[config.mk]
export PLATFORM = sky130hd
export DESIGN_NAME = div32_seq
export DESIGN_NICKNAME = d
export VERILOG_FILES = /design/src/rtl/div32_seq.sv
export SDC_FILE = /design/constraint.sdc
export NUM_CORES = 1
export LEC_CHECK = 0
export ABC_AREA = 1
export CAP_MARGIN = 40
export CELL_PAD_IN_SITES_DETAIL_PLACEMENT = 1
export CELL_PAD_IN_SITES_GLOBAL_PLACEMENT = 2
export CORE_AREA = 2 2 193 214
export CTS_CLUSTER_SIZE = 8
export DETAILED_ROUTE_END_ITERATION = 10
export DIE_AREA = 0 0 195 216
export PLACE_DENSITY_LB_ADDON = 0.3
export SETUP_SLACK_MARGIN = 0.2
export SLEW_MARGIN = 20
export SYNTH_ARGS = -nofsm -noshare
export SYNTH_HDL_FRONTEND = slang
export SYNTH_SLANG_ARGS = --single-unit
[constraint.sdc]
create_clock -name clk -period 5.2 [get_ports clk]
set_clock_uncertainty 0.1 [all_clocks]
set_input_delay 1.04 -clock clk [delete_from_list [all_inputs] [get_ports clk]]
set_output_delay 1.04 -clock clk [all_outputs]
set_load 0.02 [all_outputs]
[src/rtl/div32_seq.sv]
// Sequential 32-bit restoring divider for RV32M DIV/DIVU/REM/REMU (33-cycle latency).
// Define DIV_EARLY_OUT_EN to finish divide-by-zero / overflow cases in one cycle.
module div32_seq (
  input  logic        clk,
  input  logic        rst_n,
  input  logic        start,
  input  logic [1:0]  op,
  input  logic [31:0] a,
  input  logic [31:0] b,
  output logic        busy,
  output logic        done,
  output logic [31:0] res
);

  typedef enum logic [1:0] {IDLE, CALC, FIN} state_t;

  state_t      r_state, w_next;
  logic [1:0]  r_op;
  logic [31:0] r_a, r_div, r_quo, r_rem, r_res;
  logic [4:0]  r_cnt;
  logic        r_qneg, r_rneg, r_div0, r_ovf, r_done;

  logic        w_sgn, w_div0, w_ovf;
  logic [31:0] w_amag, w_bmag, w_q, w_r, w_fin;
  logic [32:0] w_sh, w_diff;

  assign w_sgn  = ~op[0];
  assign w_div0 = (b == 32'h0);
  assign w_ovf  = w_sgn && (a == 32'h8000_0000) && (b == 32'hFFFF_FFFF);
  assign w_amag = (w_sgn && a[31]) ? -a : a;
  assign w_bmag = (w_sgn && b[31]) ? -b : b;

  // Restored remainder is always below the divisor, so 32 bits are stored;
  // the 33-bit partial remainder exists as the shifted trial operand.
  assign w_sh   = {r_rem, r_quo[31]};
  assign w_diff = w_sh - {1'b0, r_div};

  always_comb begin
    w_q = (~r_op[0] && r_qneg) ? -r_quo : r_quo;
    w_r = (~r_op[0] && r_rneg) ? -r_rem : r_rem;
    if (r_div0) begin
      w_q = 32'hFFFF_FFFF;
      w_r = r_a;
    end else if (r_ovf) begin
      w_q = 32'h8000_0000;
      w_r = 32'h0;
    end
    w_fin = r_op[1] ? w_r : w_q;
  end

  always_ff @(posedge clk or negedge rst_n) begin
    if (!rst_n) r_state <= IDLE;
    else        r_state <= w_next;
  end

  always_comb begin
    w_next = r_state;
    case (r_state)
      IDLE: if (start) begin
`ifdef DIV_EARLY_OUT_EN
        w_next = (w_div0 || w_ovf) ? FIN : CALC;
`else
        w_next = CALC;
`endif
      end
      CALC: if (r_cnt == 5'd31) w_next = FIN;
      FIN:  w_next = IDLE;
      default: w_next = IDLE;
    endcase
  end

  always_ff @(posedge clk or negedge rst_n) begin
    if (!rst_n) begin
      r_op   <= 2'b0;
      r_a    <= 32'h0;
      r_div  <= 32'h0;
      r_quo  <= 32'h0;
      r_rem  <= 32'h0;
      r_res  <= 32'h0;
      r_cnt  <= 5'd0;
      r_qneg <= 1'b0;
      r_rneg <= 1'b0;
      r_div0 <= 1'b0;
      r_ovf  <= 1'b0;
      r_done <= 1'b0;
    end else begin
      r_done <= 1'b0;
      case (r_state)
        IDLE: if (start) begin
          r_op   <= op;
          r_a    <= a;
          r_quo  <= w_amag;
          r_div  <= w_bmag;
          r_qneg <= a[31] ^ b[31];
          r_rneg <= a[31];
          r_div0 <= w_div0;
          r_ovf  <= w_ovf;
          r_rem  <= 32'h0;
          r_cnt  <= 5'd0;
        end
        CALC: begin
          if (!w_diff[32]) begin
            r_rem <= w_diff[31:0];
            r_quo <= {r_quo[30:0], 1'b1};
          end else begin
            r_rem <= w_sh[31:0];
            r_quo <= {r_quo[30:0], 1'b0};
          end
          r_cnt <= r_cnt + 5'd1;
        end
        FIN: begin
          r_res  <= w_fin;
          r_done <= 1'b1;
        end
        default: ;
      endcase
    end
  end

  assign busy = (r_state != IDLE);
  assign done = r_done;
  assign res  = r_res;

endmodule

== Word level (Yosys, flattened, before mapping) ==
Index checks and enable logic that the tools add are counted.

* Reductions and logical operators: 13
* Multiplexer cells: 21
* Bitwise gates (word level): 3
* Equal/unequal tests: 7
* Add/sub/neg operators: 6

{| class="wikitable"
|+ Operators with widths
! kind !! number
|-
| 32-bit 2-to-1 mux || 12
|-
| 32-bit negator || 4
|-
| 32-bit one-hot mux with 2 select lines || 2
|-
| 32-bit == test, second input constant || 2
|-
| 33-bit by 32-bit subtractor with 33-bit output || 1
|-
| 32-bit logical NOT || 1
|-
| 5-bit one-hot mux with 2 select lines || 1
|-
| 1-bit logical AND || 6
|-
| 2-bit AND reduction || 3
|-
| 5-bit by 1-bit adder with 5-bit output, second input constant || 1
|-
| 5-bit == test, second input constant || 1
|-
| 5-bit 2-to-1 mux || 1
|-
| 2-bit 2-to-1 mux || 2
|-
| 2-bit != test, second input constant || 2
|-
| 2-bit one-hot mux with 2 select lines || 1
|-
| 2-bit nonzero test || 2
|-
| 2-bit by 1-bit == test with 1-bit output, second input constant || 1
|-
| 2-bit == test, second input constant || 1
|-
| 2-bit logical NOT || 1
|-
| 1-bit 2-to-1 mux || 2
|-
| 1-bit inverter || 2
|-
| 1-bit bitwise XOR || 1
|}

* Output and inout port bits: 34
* Word-level logic and storage cells: 63
* Bits of input ports: 69
* Flip-flop bits (word level): 174

== Logic depth before layout (Yosys ltp) ==
* Word-level depth: 6
* Depth in mapped cells: 19
* Gate-level depth less buffers: 17

== Worst setup path after synthesis ==
No wires, ideal clock.

* Path type: in2reg
* Start: input a[1]
* End: register r_quo[22]
* Buffers on the path: 0
* Required time: 5017 ps
* Stages: 9
* Setup slack: 2739 ps
* Arrival time: 2279 ps
* Setup time: 83 ps
* Cell sequence: inv_1 ha_1 nand3_1 nor2_1 nand4_1 o21ai_0 nand2_1 xor2_1 o21ai_0

* Cells in the longest elaborated chain, start to end: 4

{| class="wikitable"
|+ Ends and longest elaborated chain
! what !! line !! RTL
|-
| from (decl) || 8 || <nowiki>input logic [31:0] a,</nowiki>
|-
| 32-bit negator || 30 || <nowiki>assign w_amag = (w_sgn && a[31]) ? -a : a;</nowiki>
|-
| 32-bit 2-to-1 mux || 30 ||
|-
| 32-bit 2-to-1 mux || 89 || <nowiki>IDLE: if (start) begin</nowiki>
|-
| 32-bit one-hot mux with 2 select lines || 88 || <nowiki>case (r_state)</nowiki>
|-
| to (signal assigned) || 92 || <nowiki>r_quo <= w_amag;</nowiki>
|-
| to (signal assigned) || 104 || <nowiki>r_quo <= {r_quo[30:0], 1'b1};</nowiki>
|-
| to (signal assigned) || 107 || <nowiki>r_quo <= {r_quo[30:0], 1'b0};</nowiki>
|-
| to (decl) || 19 || <nowiki>logic [31:0] r_a, r_div, r_quo, r_rem, r_res;</nowiki>
|}

Every way passes these cells. The select of a mux whose other input is x is not followed.
A chain may end at the register's enable or synchronous reset.

== Worst setup path after layout ==
* Start: register r_quo[31]
* End: register r_rem[14]

* Cells in the longest elaborated chain, start to end: 3

{| class="wikitable"
|+ Ends and longest elaborated chain
! what !! line !! RTL
|-
| 33-bit by 32-bit subtractor with 33-bit output || 36 || <nowiki>assign w_diff = w_sh - {1'b0, r_div};</nowiki>
|-
| 32-bit 2-to-1 mux || 102 || <nowiki>if (!w_diff[32]) begin</nowiki>
|-
| 32-bit one-hot mux with 2 select lines || 88 ||
|-
| to (signal assigned) || 103 || <nowiki>r_rem <= w_diff[31:0];</nowiki>
|-
| to (signal assigned) || 106 || <nowiki>r_rem <= w_sh[31:0];</nowiki>
|-
| to (decl) || 19 ||
|}

Every way passes these cells.

==> parameters.txt <==
Parameter                              Value

Cells and area
  Filler Cells Inserted    roughly 5300
  Total Nets Final    2403
  Synthesis-to-layout area growth    16.1%
  Layout cells sized above 1    0.0373

Floorplanning
  Die X    195 µm
  Die span in y    around 220 µm
  Top-level I/O count    ~100
  Initial Util    0.346
  DIE AREA    roughly 42000 µm²
  Floorplan row count    between 70 and 80
  Floorplan core area    approximately 40000 µm²

Clock tree
  Hold_buf cts    0
  Clock Path Buffers    2
  Clk sinks    about 170
  Number of instances resized during post-cts repair    0
  CTS HTree Levels    4
  Clk_lat worst skew    around 470 ps
  Root Buffer    clkbuf_16
  Clock-pin slew on the worst setup and hold paths    approximately 80 ps
  Buffer count from post-CTS setup fixing    0
  Clock buffer count from CTS    17
  Clock tree from TritonCTS    yes

Power and ir drop
  Combinational Power Share    0.635
  Total internal power    5.05 mW
  Switching fraction of total power    0.553
  Clock group share of total power    0.122
  Overall power of the completed layout    11.3 mW
  Leakage component of the power    roughly 8 nW
  Cell Pwr Density    between 700 and 800 nW/µm²
  Sw power    a little over 6 mW
  Maximum vdd drop    0.421 mV
  Portion of total power attributed to sequential cells    0.242

Critical path
  Worst setup path category    register to register
  Worst Path Required    approximately 5500 ps
  Worst Setup Start Kind    register
  Endpoint kind of the worst setup timing path    register
  R2R Path Start    r_quo[31]
  Crit path arrival time    ~3500 ps
  Largest fanout on the critical path    33
  Capture point of the worst reg-to-reg path    r_rem[14]
  Worst-case reg-to-reg path depth    17
  Reg-to-reg slack, setup    approximately 1900 ps

Global route
  Number of global-route vias before repair    roughly 16000
  First-pass GRT wire length    between 80000 and 90000 µm
  Total Routing Usage GR    0.272
  Pin count of the biggest net entering global routing    102
  Antenna violations before repair    0
  Grt total ovfl    0

Synthesis
  Top cells by area, synth    dfrtp_1 (31%), nand2_1 (20%), nand3_1 (8.3%)
  Fraction of registers with async set/reset    1.00
  Nets in the synthesized netlist    about 2300
  Synth unique cells    44
  Synth Instances    2229
  Number of warnings printed during yosys synthesis    0
  Largest area contributor in the netlist    dfrtp_1
  Sequential cell area fraction in the yosys report    0.314
  Post-synthesis sequential element count    173
  Most frequently used flop master after synthesis    dfrtp_1
  Area of the mapped netlist    ~14000 µm²
  Top cell type's share of synthesized area    0.314
  Count of flip-flops with a built-in enable after synthesis    0
  Mapped Avg Cell Area    6.19 µm²

Place
  GPL Wtd Cong    0.921
  Port Buffer Count    102
  Dpl hpwl    between 40000 and 50000 µm

Detailed routing
  Routed vias    approximately 15000
  Total wire length    between 50000 and 60000 µm
  Wire length on met3    approximately 2700 µm
  Routed vias/inst    between 5 and 6
  DRC    0
  Metal1 wirelength    around 26000 µm
  Detailed Routing Iterations Pass 1    5
  Wire length per cell after detailed routing    roughly 20 µm
  Uppermost layer routed    met4
  Iteration-0 DRC Markers    around 1100
  Routed wire length on met2    about 25000 µm
  Remaining number of nets flagged by the antenna check after routing    0

Flow run
  Maxcap violations    0

Min path
  Path type of the worst min-delay path    input port to async pin

Timing
  Final critical path time including I/O delays and setup    roughly 3300 ps
  Setup-violating endpoint count in the final report    0
  Achievable Freq    around 300 MHz
  Setup Total Neg Slack    0 ps
  Ratio of final minimum period to clock period    0.631
  Transition time at the pin with the least slew margin    about 800 ps
  RSZ-0062 raised after global routing    false
  Final hold violations    0
  Max-slew headroom    0.465
  Max Transition Viols Final    0

Outcome
  Outcome    complete, no violations
[worst max path at each step]
stage,from,to,cells after the start
CTS,r_quo[31],r_rem[20],17
finish,r_quo[31],r_rem[14],17
floorplan,a[1],r_quo[22],9
detailed placement,b[31],r_div[11],9
global route,r_quo[31],r_rem[20],17
global placement,b[31],r_div[11],9
[metrics by stage]
stage	worst slack, ps	hold slack [ps]	cells	instance area (µm²)	utilization
floorplan	2740	349	2229	13800	-
global placement	1660	366	2782	15300	0.383
detailed placement	1590	371	2786	15400	0.385
CTS	1880	390	2818	16000	0.401
global route	1610	300	2820	16000	0.402
finish	1920	308	2822	16000	0.402
[state kept, by name (all words and copies together), names as in the netlist, 2 cells and up]
| register | cells |
|---|---|
| r_rem | 32 |
| r_a | 32 |
| r_op | 2 |
| r_quo | 32 |
| r_div | 32 |
| res | 32 |
| r_cnt | 5 |
| r_state | 2 |
[final cells by class]
class / instances / area (µm²) / share of cell area
Clock buffer: 18 / 429 / 0.0268
Tap cell: 513 / 642 / 0.0400
Multi-Input combinational cell: 1681 / 8050 / 0.502
Antenna cell: 2 / 5.00 / 0.000312
Clock inverter: 14 / 174 / 0.0109
Inverter: 301 / 1130 / 0.0705
Timing Repair Buffer: 120 / 1270 / 0.0792
Sequential cell: 173 / 4330 / 0.270
[kinds of logic (layout without fill, tap and decap cells)]
logic type | count (synthesis) | in the layout | synth area share
AND/OR/NAND/NOR | 1302 | 1302 | 0.394
buffers and inverters | 375 | 453 | 0.106
AO/OA/AOI/OAI | 286 | 286 | 0.116
flip-flops | 173 | 173 | 0.314
XOR/XNOR | 53 | 53 | 0.0336
adder cells (fa/ha/maj) | 40 | 40 | 0.0368
other | 0 | 2 | 0
[metal layers]
| layer | up-vias | GRT usage |
|---|---|---|
| li1 | 7265 | - |
| met1 | 7322 | 0.375 |
| met2 | 326 | 0.441 |
| met3 | 70 | 0.0334 |
| met4 | 0 | 0.0931 |
| met5 | - | 0 |
[layout by cell type, fill, tap and decap left out, types with 6 or more instances in the layout]
master and instances:
o21ai_0 138, and2_1 6, or2_2 7, nand3_1 228, clkbuf_16 17, nand4_1 36
nor4_1 8, a22oi_1 34, buf_4 10, nand2_2 9, nor2_1 231, a21oi_1 76
ha_1 39, nand2_1 734, o211ai_1 10, nand3b_1 9, dfrtp_1 173, clkdlybuf4s50_1 101
nor3_1 18, inv_1 294, xor2_1 36, nor2_2 6, xnor2_1 17
[synth_stat cells (4+ instances only)]
| cell type | number |
|---|---|
| dfrtp_1 | 173 |
| and2_1 | 6 |
| a31oi_1 | 5 |
| o21ai_0 | 138 |
| nand4_1 | 36 |
| buf_1 | 6 |
| o21bai_1 | 4 |
| xnor2_1 | 17 |
| clkbuf_1 | 53 |
| nor3_1 | 19 |
| buf_2 | 10 |
| a21oi_1 | 76 |
| xor2_1 | 36 |
| nor2_2 | 4 |
| or2_2 | 7 |
| nand2_2 | 9 |
| nor4_1 | 8 |
| a22oi_1 | 34 |
| inv_1 | 295 |
| ha_1 | 39 |
| nand3b_1 | 9 |
| nor2_1 | 235 |
| nand3_1 | 228 |
| nand2_1 | 735 |
| o211ai_1 | 10 |
| buf_6 | 4 |
[critical path: stages, from the launching register on]
cell and delay, ps:
dfrtp_1 480, inv_1 100, ha_1 220, fa_1 410, inv_1 130, nand2_1 70
nand2_1 80, nand3_1 70, nand2_1 170, nand2_1 70, nand2_1 150, nand2_2 110
nand2_2 90, nand2_2 70, nand2_2 490, nand2_1 130, nand3_1 130, nand2_1 60
[power by group through the flow]
stage	Sequential, mW	Combinational, mW	Clock (mW)
finish	2.73	7.17	1.38
global route	2.79	8.19	1.45
CTS	2.71	7.19	1.40
detailed placement	2.73	7.14	0
global placement	2.71	6.91	0
floorplan	2.39	5.17	0
(Power assumes the default switching activity.)
